--- config.mk ---
export PLATFORM = sky130hd
export DESIGN_NAME = ps2_mouse_rx_flat
export DESIGN_NICKNAME = d
export VERILOG_FILES = /design/src/rtl/ps2_mouse_rx_pkg.sv /design/src/rtl/ps2_mouse_rx_if.sv /design/src/rtl/ps2_byte_rx.sv /design/src/rtl/ps2_mouse_rx.sv /design/src/flat_wrapper.sv
export SDC_FILE = /design/constraint.sdc
export NUM_CORES = 1
export LEC_CHECK = 0
export CAP_MARGIN = 20
export CORE_MARGIN = 2
export CORE_UTILIZATION = 29
export CTS_CLUSTER_SIZE = 14
export DETAILED_ROUTE_END_ITERATION = 16
export GPL_TIMING_DRIVEN = 0
export SLEW_MARGIN = 20
export SYNTH_ARGS = -nofsm -noshare
export SYNTH_HDL_FRONTEND = slang
export SYNTH_HIERARCHICAL = 1
export SYNTH_SLANG_ARGS = --single-unit
--- constraint.sdc ---
create_clock -name CLK_50MHZ -period 3.2 [get_ports CLK_50MHZ]
set_clock_uncertainty 0.05 [all_clocks]
set_input_delay 0.64 -clock CLK_50MHZ [delete_from_list [all_inputs] [get_ports CLK_50MHZ]]
set_output_delay 0.64 -clock CLK_50MHZ [all_outputs]
set_load 0.03 [all_outputs]
--- src/rtl/ps2_mouse_rx_pkg.sv ---
// Shared constants, byte-0 field map and helpers for the PS/2 mouse receiver.
package ps2_mouse_rx_pkg;
    localparam int FRAME_BITS = 11;

    localparam int B0_L     = 0;
    localparam int B0_R     = 1;
    localparam int B0_M     = 2;
    localparam int B0_ONE   = 3;
    localparam int B0_XSIGN = 4;
    localparam int B0_YSIGN = 5;
    localparam int B0_XOVF  = 6;
    localparam int B0_YOVF  = 7;

    localparam logic [11:0] X_RST = 12'd320;
    localparam logic [11:0] Y_RST = 12'd240;

    typedef enum logic [1:0] {BYTE0, BYTE1, BYTE2} byte_idx_t;

    function automatic logic [11:0] clamp_coord(input logic signed [12:0] v,
                                                input logic signed [12:0] vmax);
        if (v < 13'sd0) return 12'd0;
        if (v > vmax) return vmax[11:0];
        return v[11:0];
    endfunction
endpackage

--- src/rtl/ps2_mouse_rx_if.sv ---
// PS/2 line inputs and decoded cursor/button outputs of the mouse receiver.
interface ps2_mouse_rx_if;
    logic        PS2_CLK;
    logic        PS2_DATA;
    logic [11:0] XCOORD;
    logic [11:0] YCOORD;
    logic        L_BUTTON;
    logic        R_BUTTON;
    logic        M_BUTTON;
    logic        PKT_VALID;
    logic        FRAME_ERR;

    modport master (output PS2_CLK, PS2_DATA,
                    input  XCOORD, YCOORD, L_BUTTON, R_BUTTON, M_BUTTON, PKT_VALID, FRAME_ERR);
    modport slave  (input  PS2_CLK, PS2_DATA,
                    output XCOORD, YCOORD, L_BUTTON, R_BUTTON, M_BUTTON, PKT_VALID, FRAME_ERR);
endinterface

--- src/rtl/ps2_byte_rx.sv ---
// PS/2 byte receiver: line sync, clock deglitch, 11-bit frame shifter, parity and idle timeout.
module ps2_byte_rx
    import ps2_mouse_rx_pkg::*;
#(
    parameter int TIMEOUT_CYC = 100000
) (
    input  logic       clk,
    input  logic       rst,
    input  logic       ps2_clk,
    input  logic       ps2_data,
    input  logic       pkt_busy,
    output logic [7:0] rx_byte,
    output logic       byte_strobe,
    output logic       err_strobe
);
    localparam int GW = $clog2(TIMEOUT_CYC + 1);

    logic [1:0]    clk_sync, dat_sync;
    logic [7:0]    clk_hist;
    logic [3:0]    bit_cnt;
    logic [7:0]    shreg;
    logic          par_bit;
    logic [GW-1:0] gap;
    logic          fall;
    logic          din;

    // Oldest sample in bit 7: four highs followed by four lows marks one clean falling edge.
    assign fall = (clk_hist == 8'hF0);
    assign din  = dat_sync[1];

    always_ff @(posedge clk or posedge rst) begin
        if (rst) begin
            clk_sync    <= 2'b11;
            dat_sync    <= 2'b11;
            clk_hist    <= 8'hFF;
            bit_cnt     <= 4'd0;
            shreg       <= 8'd0;
            par_bit     <= 1'b0;
            gap         <= '0;
            rx_byte     <= 8'd0;
            byte_strobe <= 1'b0;
            err_strobe  <= 1'b0;
        end else begin
            clk_sync    <= {clk_sync[0], ps2_clk};
            dat_sync    <= {dat_sync[0], ps2_data};
            clk_hist    <= {clk_hist[6:0], clk_sync[1]};
            byte_strobe <= 1'b0;
            err_strobe  <= 1'b0;
            if (fall) begin
                gap <= '0;
                if (bit_cnt == 4'd0) begin
                    if (!din) bit_cnt <= 4'd1;
                end else if (bit_cnt <= 4'd8) begin
                    shreg   <= {din, shreg[7:1]};
                    bit_cnt <= bit_cnt + 4'd1;
                end else if (bit_cnt == 4'(FRAME_BITS - 2)) begin
                    par_bit <= din;
                    bit_cnt <= 4'(FRAME_BITS - 1);
                end else begin
                    bit_cnt <= 4'd0;
                    if (din && (^{shreg, par_bit})) begin
                        rx_byte     <= shreg;
                        byte_strobe <= 1'b1;
                    end else begin
                        err_strobe <= 1'b1;
                    end
                end
            end else if (bit_cnt != 4'd0 || pkt_busy) begin
                if (gap == GW'(TIMEOUT_CYC)) begin
                    err_strobe <= 1'b1;
                    bit_cnt    <= 4'd0;
                    gap        <= '0;
                end else begin
                    gap <= gap + 1'b1;
                end
            end else begin
                gap <= '0;
            end
        end
    end
endmodule

--- src/rtl/ps2_mouse_rx.sv ---
// PS/2 mouse receiver top: 3-byte packet assembly and clamped cursor accumulation.
module ps2_mouse_rx
    import ps2_mouse_rx_pkg::*;
#(
    parameter int X_MAX       = 639,
    parameter int Y_MAX       = 479,
    parameter int TIMEOUT_CYC = 100000
) (
    input  logic          CLK_50MHZ,
    input  logic          MASTER_RST,
    ps2_mouse_rx_if.slave bus
);
    localparam logic signed [12:0] X_LIM = 13'(X_MAX);
    localparam logic signed [12:0] Y_LIM = 13'(Y_MAX);

    logic [7:0]         rx_byte;
    logic               byte_strobe, err_strobe;
    byte_idx_t          idx, idx_nxt;
    logic               load_b0, load_b1, pkt_done, sync_err;
    logic [2:0]         btn_pend;
    logic               x_sign, y_sign, x_ovf, y_ovf;
    logic [7:0]         b1;
    logic [11:0]        x_q, y_q;
    logic [2:0]         btn_q;
    logic               pkt_valid_q, frame_err_q;
    logic signed [12:0] dx, dy, nx, ny;

    ps2_byte_rx #(.TIMEOUT_CYC(TIMEOUT_CYC)) u_byte_rx (
        .clk         (CLK_50MHZ),
        .rst         (MASTER_RST),
        .ps2_clk     (bus.PS2_CLK),
        .ps2_data    (bus.PS2_DATA),
        .pkt_busy    (idx != BYTE0),
        .rx_byte     (rx_byte),
        .byte_strobe (byte_strobe),
        .err_strobe  (err_strobe)
    );

    always_comb begin
        idx_nxt  = idx;
        load_b0  = 1'b0;
        load_b1  = 1'b0;
        pkt_done = 1'b0;
        sync_err = 1'b0;
        if (err_strobe) begin
            idx_nxt = BYTE0;
        end else if (byte_strobe) begin
            case (idx)
                // A header without the always-one bit means we are mid-packet; drop it and resync.
                BYTE0: if (rx_byte[B0_ONE]) begin
                    load_b0 = 1'b1;
                    idx_nxt = BYTE1;
                end else begin
                    sync_err = 1'b1;
                end
                BYTE1: begin
                    load_b1 = 1'b1;
                    idx_nxt = BYTE2;
                end
                default: begin
                    pkt_done = 1'b1;
                    idx_nxt  = BYTE0;
                end
            endcase
        end
    end

    // Byte 2 is consumed straight off rx_byte in the cycle the packet completes.
    always_comb begin
        dx = x_ovf ? 13'sd0 : $signed({{4{x_sign}}, x_sign, b1});
        dy = y_ovf ? 13'sd0 : $signed({{4{y_sign}}, y_sign, rx_byte});
        nx = $signed({1'b0, x_q}) + dx;
        ny = $signed({1'b0, y_q}) - dy;
    end

    always_ff @(posedge CLK_50MHZ or posedge MASTER_RST) begin
        if (MASTER_RST) begin
            idx         <= BYTE0;
            btn_pend    <= 3'd0;
            x_sign      <= 1'b0;
            y_sign      <= 1'b0;
            x_ovf       <= 1'b0;
            y_ovf       <= 1'b0;
            b1          <= 8'd0;
            x_q         <= X_RST;
            y_q         <= Y_RST;
            btn_q       <= 3'd0;
            pkt_valid_q <= 1'b0;
            frame_err_q <= 1'b0;
        end else begin
            idx         <= idx_nxt;
            pkt_valid_q <= pkt_done;
            frame_err_q <= err_strobe | sync_err;
            if (load_b0) begin
                btn_pend <= {rx_byte[B0_M], rx_byte[B0_R], rx_byte[B0_L]};
                x_sign   <= rx_byte[B0_XSIGN];
                y_sign   <= rx_byte[B0_YSIGN];
                x_ovf    <= rx_byte[B0_XOVF];
                y_ovf    <= rx_byte[B0_YOVF];
            end
            if (load_b1) b1 <= rx_byte;
            if (pkt_done) begin
                x_q   <= clamp_coord(nx, X_LIM);
                y_q   <= clamp_coord(ny, Y_LIM);
                btn_q <= btn_pend;
            end
        end
    end

    assign bus.XCOORD    = x_q;
    assign bus.YCOORD    = y_q;
    assign bus.L_BUTTON  = btn_q[0];
    assign bus.R_BUTTON  = btn_q[1];
    assign bus.M_BUTTON  = btn_q[2];
    assign bus.PKT_VALID = pkt_valid_q;
    assign bus.FRAME_ERR = frame_err_q;
endmodule
--- src/flat_wrapper.sv ---
// flat-port wrapper written by rule: the top's interface ports become plain ports
module ps2_mouse_rx_flat import ps2_mouse_rx_pkg::*;
#(
    parameter int X_MAX       = 639,
    parameter int Y_MAX       = 479,
    parameter int TIMEOUT_CYC = 100000
)
  (CLK_50MHZ, MASTER_RST, bus_PS2_CLK, bus_PS2_DATA, bus_XCOORD, bus_YCOORD, bus_L_BUTTON, bus_R_BUTTON, bus_M_BUTTON, bus_PKT_VALID, bus_FRAME_ERR);
  ps2_mouse_rx_if bus_i ();
  input  logic CLK_50MHZ;
  input  logic MASTER_RST;
  input wire logic [$bits(bus_i.PS2_CLK)-1:0] bus_PS2_CLK;
  input wire logic [$bits(bus_i.PS2_DATA)-1:0] bus_PS2_DATA;
  output wire logic [$bits(bus_i.XCOORD)-1:0] bus_XCOORD;
  output wire logic [$bits(bus_i.YCOORD)-1:0] bus_YCOORD;
  output wire logic [$bits(bus_i.L_BUTTON)-1:0] bus_L_BUTTON;
  output wire logic [$bits(bus_i.R_BUTTON)-1:0] bus_R_BUTTON;
  output wire logic [$bits(bus_i.M_BUTTON)-1:0] bus_M_BUTTON;
  output wire logic [$bits(bus_i.PKT_VALID)-1:0] bus_PKT_VALID;
  output wire logic [$bits(bus_i.FRAME_ERR)-1:0] bus_FRAME_ERR;
  assign bus_i.PS2_CLK = bus_PS2_CLK;
  assign bus_i.PS2_DATA = bus_PS2_DATA;
  assign bus_XCOORD = bus_i.XCOORD;
  assign bus_YCOORD = bus_i.YCOORD;
  assign bus_L_BUTTON = bus_i.L_BUTTON;
  assign bus_R_BUTTON = bus_i.R_BUTTON;
  assign bus_M_BUTTON = bus_i.M_BUTTON;
  assign bus_PKT_VALID = bus_i.PKT_VALID;
  assign bus_FRAME_ERR = bus_i.FRAME_ERR;
  ps2_mouse_rx #(.X_MAX(X_MAX), .Y_MAX(Y_MAX), .TIMEOUT_CYC(TIMEOUT_CYC)) u_core (.CLK_50MHZ(CLK_50MHZ), .MASTER_RST(MASTER_RST), .bus(bus_i));
endmodule
==> Yosys cells after proc, flatten, opt, wreduce, memory -nomap -nowiden <==
Index checks and enable logic that the tools add are counted.
{ "totals": {"reg_bits": 98, "latch_bits": 0, "ram_bits": 0, "rom_bits": 0, "inputBits": 4, "output_inout_bits": 29, "word_cells": 117, "memories": 0} }
{ "op_classes": {"add_sub_neg": 4, "multipliers": 0, "div_mod_pow": 0, "n_lt_le_gt_ge": 5, "eq_ne": 6, "shift": 0, "n_mux": 60, "bitwise": 4, "reduce_logical": 16} }
{ "ops": {"columns": ["cell", "count"], "rows": [
  ["$mux 12", 8],
  ["$mux 17", 3],
  ["$mux 1", 36],
  ["$mux 4", 7],
  ["$lt 13x1->1 const B", 2],
  ["$mux 13", 2],
  ["$add 17x1->17 const B", 1],
  ["$eq 17x17->1 const B", 1],
  ["$add 13x13->13", 1],
  ["$gt 13x10->1 const B", 1],
  ["$gt 13x11->1 const B", 1],
  ["$sub 13x13->13", 1],
  ["$reduce_xor 9->1", 1],
  ["$eq 8x8->1 const B", 1],
  ["$reduce_bool 2->1", 4],
  ["$mux 2", 3],
  ["$ne 3x3->1 const B", 2],
  ["$reduce_and 3->1", 2],
  ["$reduce_and 5->1", 1],
  ["$add 4x1->4 const B", 1],
  ["$eq 4x4->1 const B", 1],
  ["$le 4x4->1 const B", 1],
  ["$logic_not 4->1", 1],
  ["$pmux 2 s2", 1],
  ["10 further kinds", 12]
]} }

==> Depth between registers and ports, before layout <==
{ "depth": {"word_depth": 10, "depth_mapped": 11, "ltp_nobuf": 11} }

==> Modules after synthesis <==
Netlist, hierarchy kept.
{ "by_module_without_submodules": {"columns": ["mod", "instances", "cells_per_inst", "area_each_um2", "seq_area_each_um2"], "rows": [
  ["ps2_mouse_rx", 1, 331, 3256.9, 1158.6],
  ["ps2_byte_rx", 1, 191, 2309.7, 1316.3]
]} }

==> Least setup slack after synthesis <==
OpenSTA, ideal clock, no wires.
{ "synth_path": {"path_kind": "reg2reg", "startpoint": "reg u_core.x_q[0] (netlist: u_core/bus.XCOORD[0])", "endpoint": "reg u_core.x_q[0] (netlist: u_core/bus.XCOORD[0])", "setup_time_ps": 126, "t_arrival_ps": 2765, "required_ps": 3024, "setup_slack_ps": 259, "stages_incl_launch_ff": 11, "n_path_buf": 0, "synth_period_minus_slack_ps": 2941, "cell_sequence": "dfrtp_1 > ha_1 > inv_1 > fa_1 > nor2b_4 > o31a_1 > o311a_4 > o41a_1 > o31ai_1 > nor2_1 > a221o_1"} }
{ "synth_between": {"elab_chain_len": 7, "elab_cells_between_ends": 11, "classes_between": "add/sub: 1; order compare: 2; mux: 8"} }
{ "synth_lines": {"columns": ["item", "line_no", "source"], "rows": [
  ["start: declaration", "ps2_mouse_rx.sv:23", "logic [11:0] x_q, y_q;"],
  ["start signal: assignment", "ps2_mouse_rx.sv:103", "x_q <= clamp_coord(nx, X_LIM);"],
  ["$add 13x13->13 *", "ps2_mouse_rx.sv:72", "nx = $signed({1'b0, x_q}) + dx;"],
  ["$gt 13x11->1", "ps2_mouse_rx_pkg.sv:22", "if (v > vmax) return vmax[11:0];"],
  ["$mux 1 (2 in series)", "ps2_mouse_rx_pkg.sv:22", null],
  ["$mux 1", "ps2_mouse_rx.sv:102", "if (pkt_done) begin"],
  ["$mux 12", "ps2_mouse_rx_pkg.sv:23", "return v[11:0];"],
  ["$mux 12 *", "ps2_mouse_rx_pkg.sv:22", null]
]} }
Every way passes the cells marked *; elsewhere a longest branch is shown, timed or not. The select of a mux whose other input is x is not followed.
A chain may end at the register's enable or synchronous reset.

==> Worst setup path in the final report <==
{ "layout_path": {"startpoint": "reg u_core.x_ovf", "endpoint": "reg u_core.x_q[1] (netlist: u_core/bus.XCOORD[1])"} }
{ "layout_between": {"elab_chain_len": 8, "elab_cells_between_ends": 12, "classes_between": "add/sub: 1; order compare: 2; mux: 9"} }
{ "layout_lines": {"columns": ["item", "line_no", "source"], "rows": [
  ["start: declaration", "ps2_mouse_rx.sv:21", "logic x_sign, y_sign, x_ovf, y_ovf;"],
  ["start signal: assignment", "ps2_mouse_rx.sv:98", "x_ovf <= rx_byte[B0_XOVF];"],
  ["$mux 13 *", "ps2_mouse_rx.sv:70", "dx = x_ovf ? 13'sd0 : $signed({{4{x_sign}}, x_sign, b1});"],
  ["$add 13x13->13 *", "ps2_mouse_rx.sv:72", null],
  ["$gt 13x11->1", "ps2_mouse_rx_pkg.sv:22", null],
  ["$mux 1 (2 in series)", "ps2_mouse_rx_pkg.sv:22", null],
  ["$mux 1", "ps2_mouse_rx.sv:102", null],
  ["$mux 12", "ps2_mouse_rx_pkg.sv:23", null],
  ["$mux 12 *", "ps2_mouse_rx_pkg.sv:22", null]
]} }
Marked as above.

==> reports/metrics.yaml <==
outcome:
  status: "completed"
global_routing:
  grt_max_degree: 30
  antenna_found_initial: 0
  grt_pass1_wl_mm: 20.87
  grt_pass1_vias: 4166
  grtUsageTotal_pct: 12.81
  overflow: 0
floorplanning:
  io_pins: 33
  die_h_um: 142.5
  row_count: 50
  die_x_um: 142.5
  core_area_sq_um: 18770
  dieArea_sq_um: 20320
  start_util_pct: 29.66
timing:
  tightestPinTransition_ns: 0.5919
  holdWs_ns: 0.3066
  slew_headroom_pct: 59.52
  fin_crit_sh_pct: 99.64
  fin_crit_ns: 3.188
  hold_viol: 0
  setup_ws_ns: 0.01150
  setup_viol: 0
  rsz0062_at_grt: "yes"
  slew_viol_final: 0
  clock.fmax_mhz: 313.6
synth:
  ys_warn_count: 6
  ys_async_sr_fraction_pct: 100.0
  synthFlopType: "dfrtp_1"
  seq_area_frac_synth_pct: 44.46
  synth_fp_nets: 555
  syn_avg_cell_area_sq_um: 10.66
  syn-instance-count: 522
  synth_edf_count: 0
  synth.cell_area_sq_um: 5567
  ys_ff_latch: 98
  synth_cell_types: 79
placement:
  dp.cells: 790
  dp_slack_ns: -0.1249
  dp_hpwl_mm: 9.076
  gp_congestion: 0.8389
  placed_area_sq_um: 6220
  io_buffer_count: 32
clocking:
  htree_levels: 3
  clk_latency_ns: 0.35
  numCtsBuffers: 9
  cts.path.max_buffers: 2
  cts_root_buf: "clkbuf_16"
  hold_buffers: 0
  cts_tree: "yes"
  cts.sinks: 98
  clk_pin_slew_worst_paths_ns: 0.07
worst_setup_path:
  critPathKind: "reg -> reg"
  slowest_delay_ns: 0.47
  endpoint_kind: "flop"
  cpLargestDelayFamily: "compound AO/OA/AOI/OAI gates"
  cp_data_required_time_ns: 3.38
  crit_path_top_delay_cell: "dfrtp_2"
  path_cells: "buf_4 > nor2b_1 > ha_4 > o21a_1 > o31a_1 > o311a_4 > o41a_1 > o311ai_4 > a31oi_4 > a221o_1"
  cp_data_arrival_time_ns: 3.37
  startpoint_type: "flop"
  crit_fanout: 8
  path_buf_inv: 1
finish:
  final_cell_mix: "dfrtp_1, nor2_1, nand2_1, clkdlybuf4s50_1, mux2_2"
  fin_cells: 813
  layout_commonest_cell: "dfrtp_1"
  area_delta_synth_final_pct: 19.76
  drive_gt1_share_pct: 20.21
  nets: 607
  diodes: 0
  stdcell_area_sq_um: 6666
route:
  num_vias: 4170
  via_per_inst: 5.129
  drc: 0
  drtIter0Drc: 243
  wirelength_mm: 12.48
  wl_per_cell_um: 15.36
  wl_met1_mm: 5.719
  drt_pre_antenna_iters: 4
  ant_nets: 0
  wl_met2_mm: 6.111
  maxUsedRoutingLayer: "met4"
  wl_met3_um: 467
run:
  drv_cap: 0
power_and_ir_drop:
  p_leak_uw: 0.003016
  vdd_ir_drop_max_mv: 0.3457
  power_density_nw_per_um2: 397.5
  power_uw: 2650
worst_hold_path:
  worst_hold_path_type: "reg -> reg"
synthesized netlist by cell type (3+ instances only):
| master | instances | area (sq um) |
|---|---|---|
| nor3_1 | 7 | 35.03 |
| and3_1 | 7 | 43.79 |
| dfstp_2 | 18 | 473.0 |
| nor2b_1 | 12 | 75.07 |
| a32oi_1 | 4 | 35.03 |
| dfrtp_1 | 80 | 2002 |
| nand3_1 | 12 | 60.06 |
| and2_1 | 7 | 43.79 |
| a21o_1 | 6 | 45.04 |
| a31o_2 | 3 | 26.28 |
| or3_1 | 5 | 31.28 |
| o2111ai_1 | 4 | 35.03 |
| a211oi_1 | 3 | 22.52 |
| nor2_1 | 45 | 168.9 |
| o211ai_1 | 3 | 22.52 |
| nand3b_1 | 6 | 45.04 |
| clkbuf_8 | 4 | 55.05 |
| a221o_1 | 8 | 80.08 |
| or2_2 | 4 | 25.02 |
| inv_1 | 23 | 86.33 |
| o21bai_1 | 3 | 22.52 |
| o21a_1 | 4 | 30.03 |
| a21oi_1 | 17 | 85.08 |
| nand2b_1 | 18 | 112.6 |
| nand4_1 | 5 | 31.28 |
| ha_1 | 27 | 337.8 |
| xor2_1 | 12 | 105.1 |
| o21ai_0 | 15 | 75.07 |
| o32ai_1 | 3 | 26.28 |
| nor4bb_1 | 3 | 30.03 |
| clkbuf_1 | 6 | 22.52 |
| mux2_2 | 32 | 360.4 |
| xnor2_1 | 22 | 192.7 |
| nand2_1 | 36 | 135.1 |
sequential cells by signal, summed over array words and instances (netlist names), 2 cells and up:
register / flops
u_core/bus.XCOORD: 12
u_core/idx: 2
u_core/u_byte_rx/dat_sync: 2
u_core/b1: 8
u_core/u_byte_rx/shreg: 8
u_core/u_byte_rx/rx_byte: 8
u_core/btn_q: 3
u_core/u_byte_rx/clk_hist: 8
u_core/bus.YCOORD: 12
u_core/u_byte_rx/gap: 17
u_core/u_byte_rx/bit_cnt: 4
u_core/u_byte_rx/clk_sync: 2
u_core/btn_pend: 3
layer usage:
layer	up-vias	global-route usage (%)
met5	-	0
met2	81	20.82
met4	0	5.003
met3	15	3.129
met1	2090	16.43
li1	1984	-
worst reg2reg max path, delay by kind of cell, from the launching register on:
kind / cells / cell delay, ns
AND/OR/NAND/NOR: 1 / 0.22
AO/OA/AOI/OAI: 7 / 1.91
flip-flops: 1 / 0.47
adder cells (fa/ha/maj): 1 / 0.27
buffers and inverters: 1 / 0.16
cell families after synthesis:
kind of cell / Yosys count / share of synthesized area [%]
flops: 98 / 44.46
mux: 34 / 6.923
fa+ha+maj: 30 / 6.968
compound gates: 104 / 14.43
simple gates: 181 / 17.33
buf+inv: 38 / 3.371
xor+xnor: 37 / 6.518
path summary, 6_finish.rpt:
path                                           endpoint                         start  depth (start not counted)  slack [ns]
hold / removal             u_core/u_byte_rx/dat_sync[1]  u_core/u_byte_rx/dat_sync[0]                          0        0.31
setup reg to reg                   u_core/bus.XCOORD[1]                  u_core/x_ovf                         10        0.01
min in group asynchronous          u_core/bus.FRAME_ERR                    MASTER_RST                          2        0.60
max in group asynchronous          u_core/bus.YCOORD[7]                    MASTER_RST                          3        1.93
setup / recovery                   u_core/bus.XCOORD[1]                  u_core/x_ovf                         10        0.01
hold reg to reg            u_core/u_byte_rx/dat_sync[1]  u_core/u_byte_rx/dat_sync[0]                          0        0.31
layout make-up:
class	count	area, sq um
inverters	24	90.09
multi-input cells	386	3017
plain buffers	13	92.59
well taps	234	292.8
repair buffers	42	420.4
flip-flops and latches	98	2476
clock inverters	6	48.80
clock buffers	10	229.0
fillers	1841	12100
per-stage QoR:
stage                     utilization, %  TNS (ns)
after floorplan                        -         0
after global placement             32.93   -0.2358
after detailed placement           33.14    -1.027
after CTS                          34.72         0
after global routing               35.52   -0.5785
final                              35.52         0
power breakdown:
group | internal, uW | switching (uW)
Clock | 538 | 480
Sequential | 1300 | 66.6
Combinational | 114 | 149
timing repair:
action                     CTS  global route
resized for setup            4            18
pin swaps                    0             6
buffers inserted             0             8
setup endpoints to repair   13            12
Power figures use the tool's default switching activity.
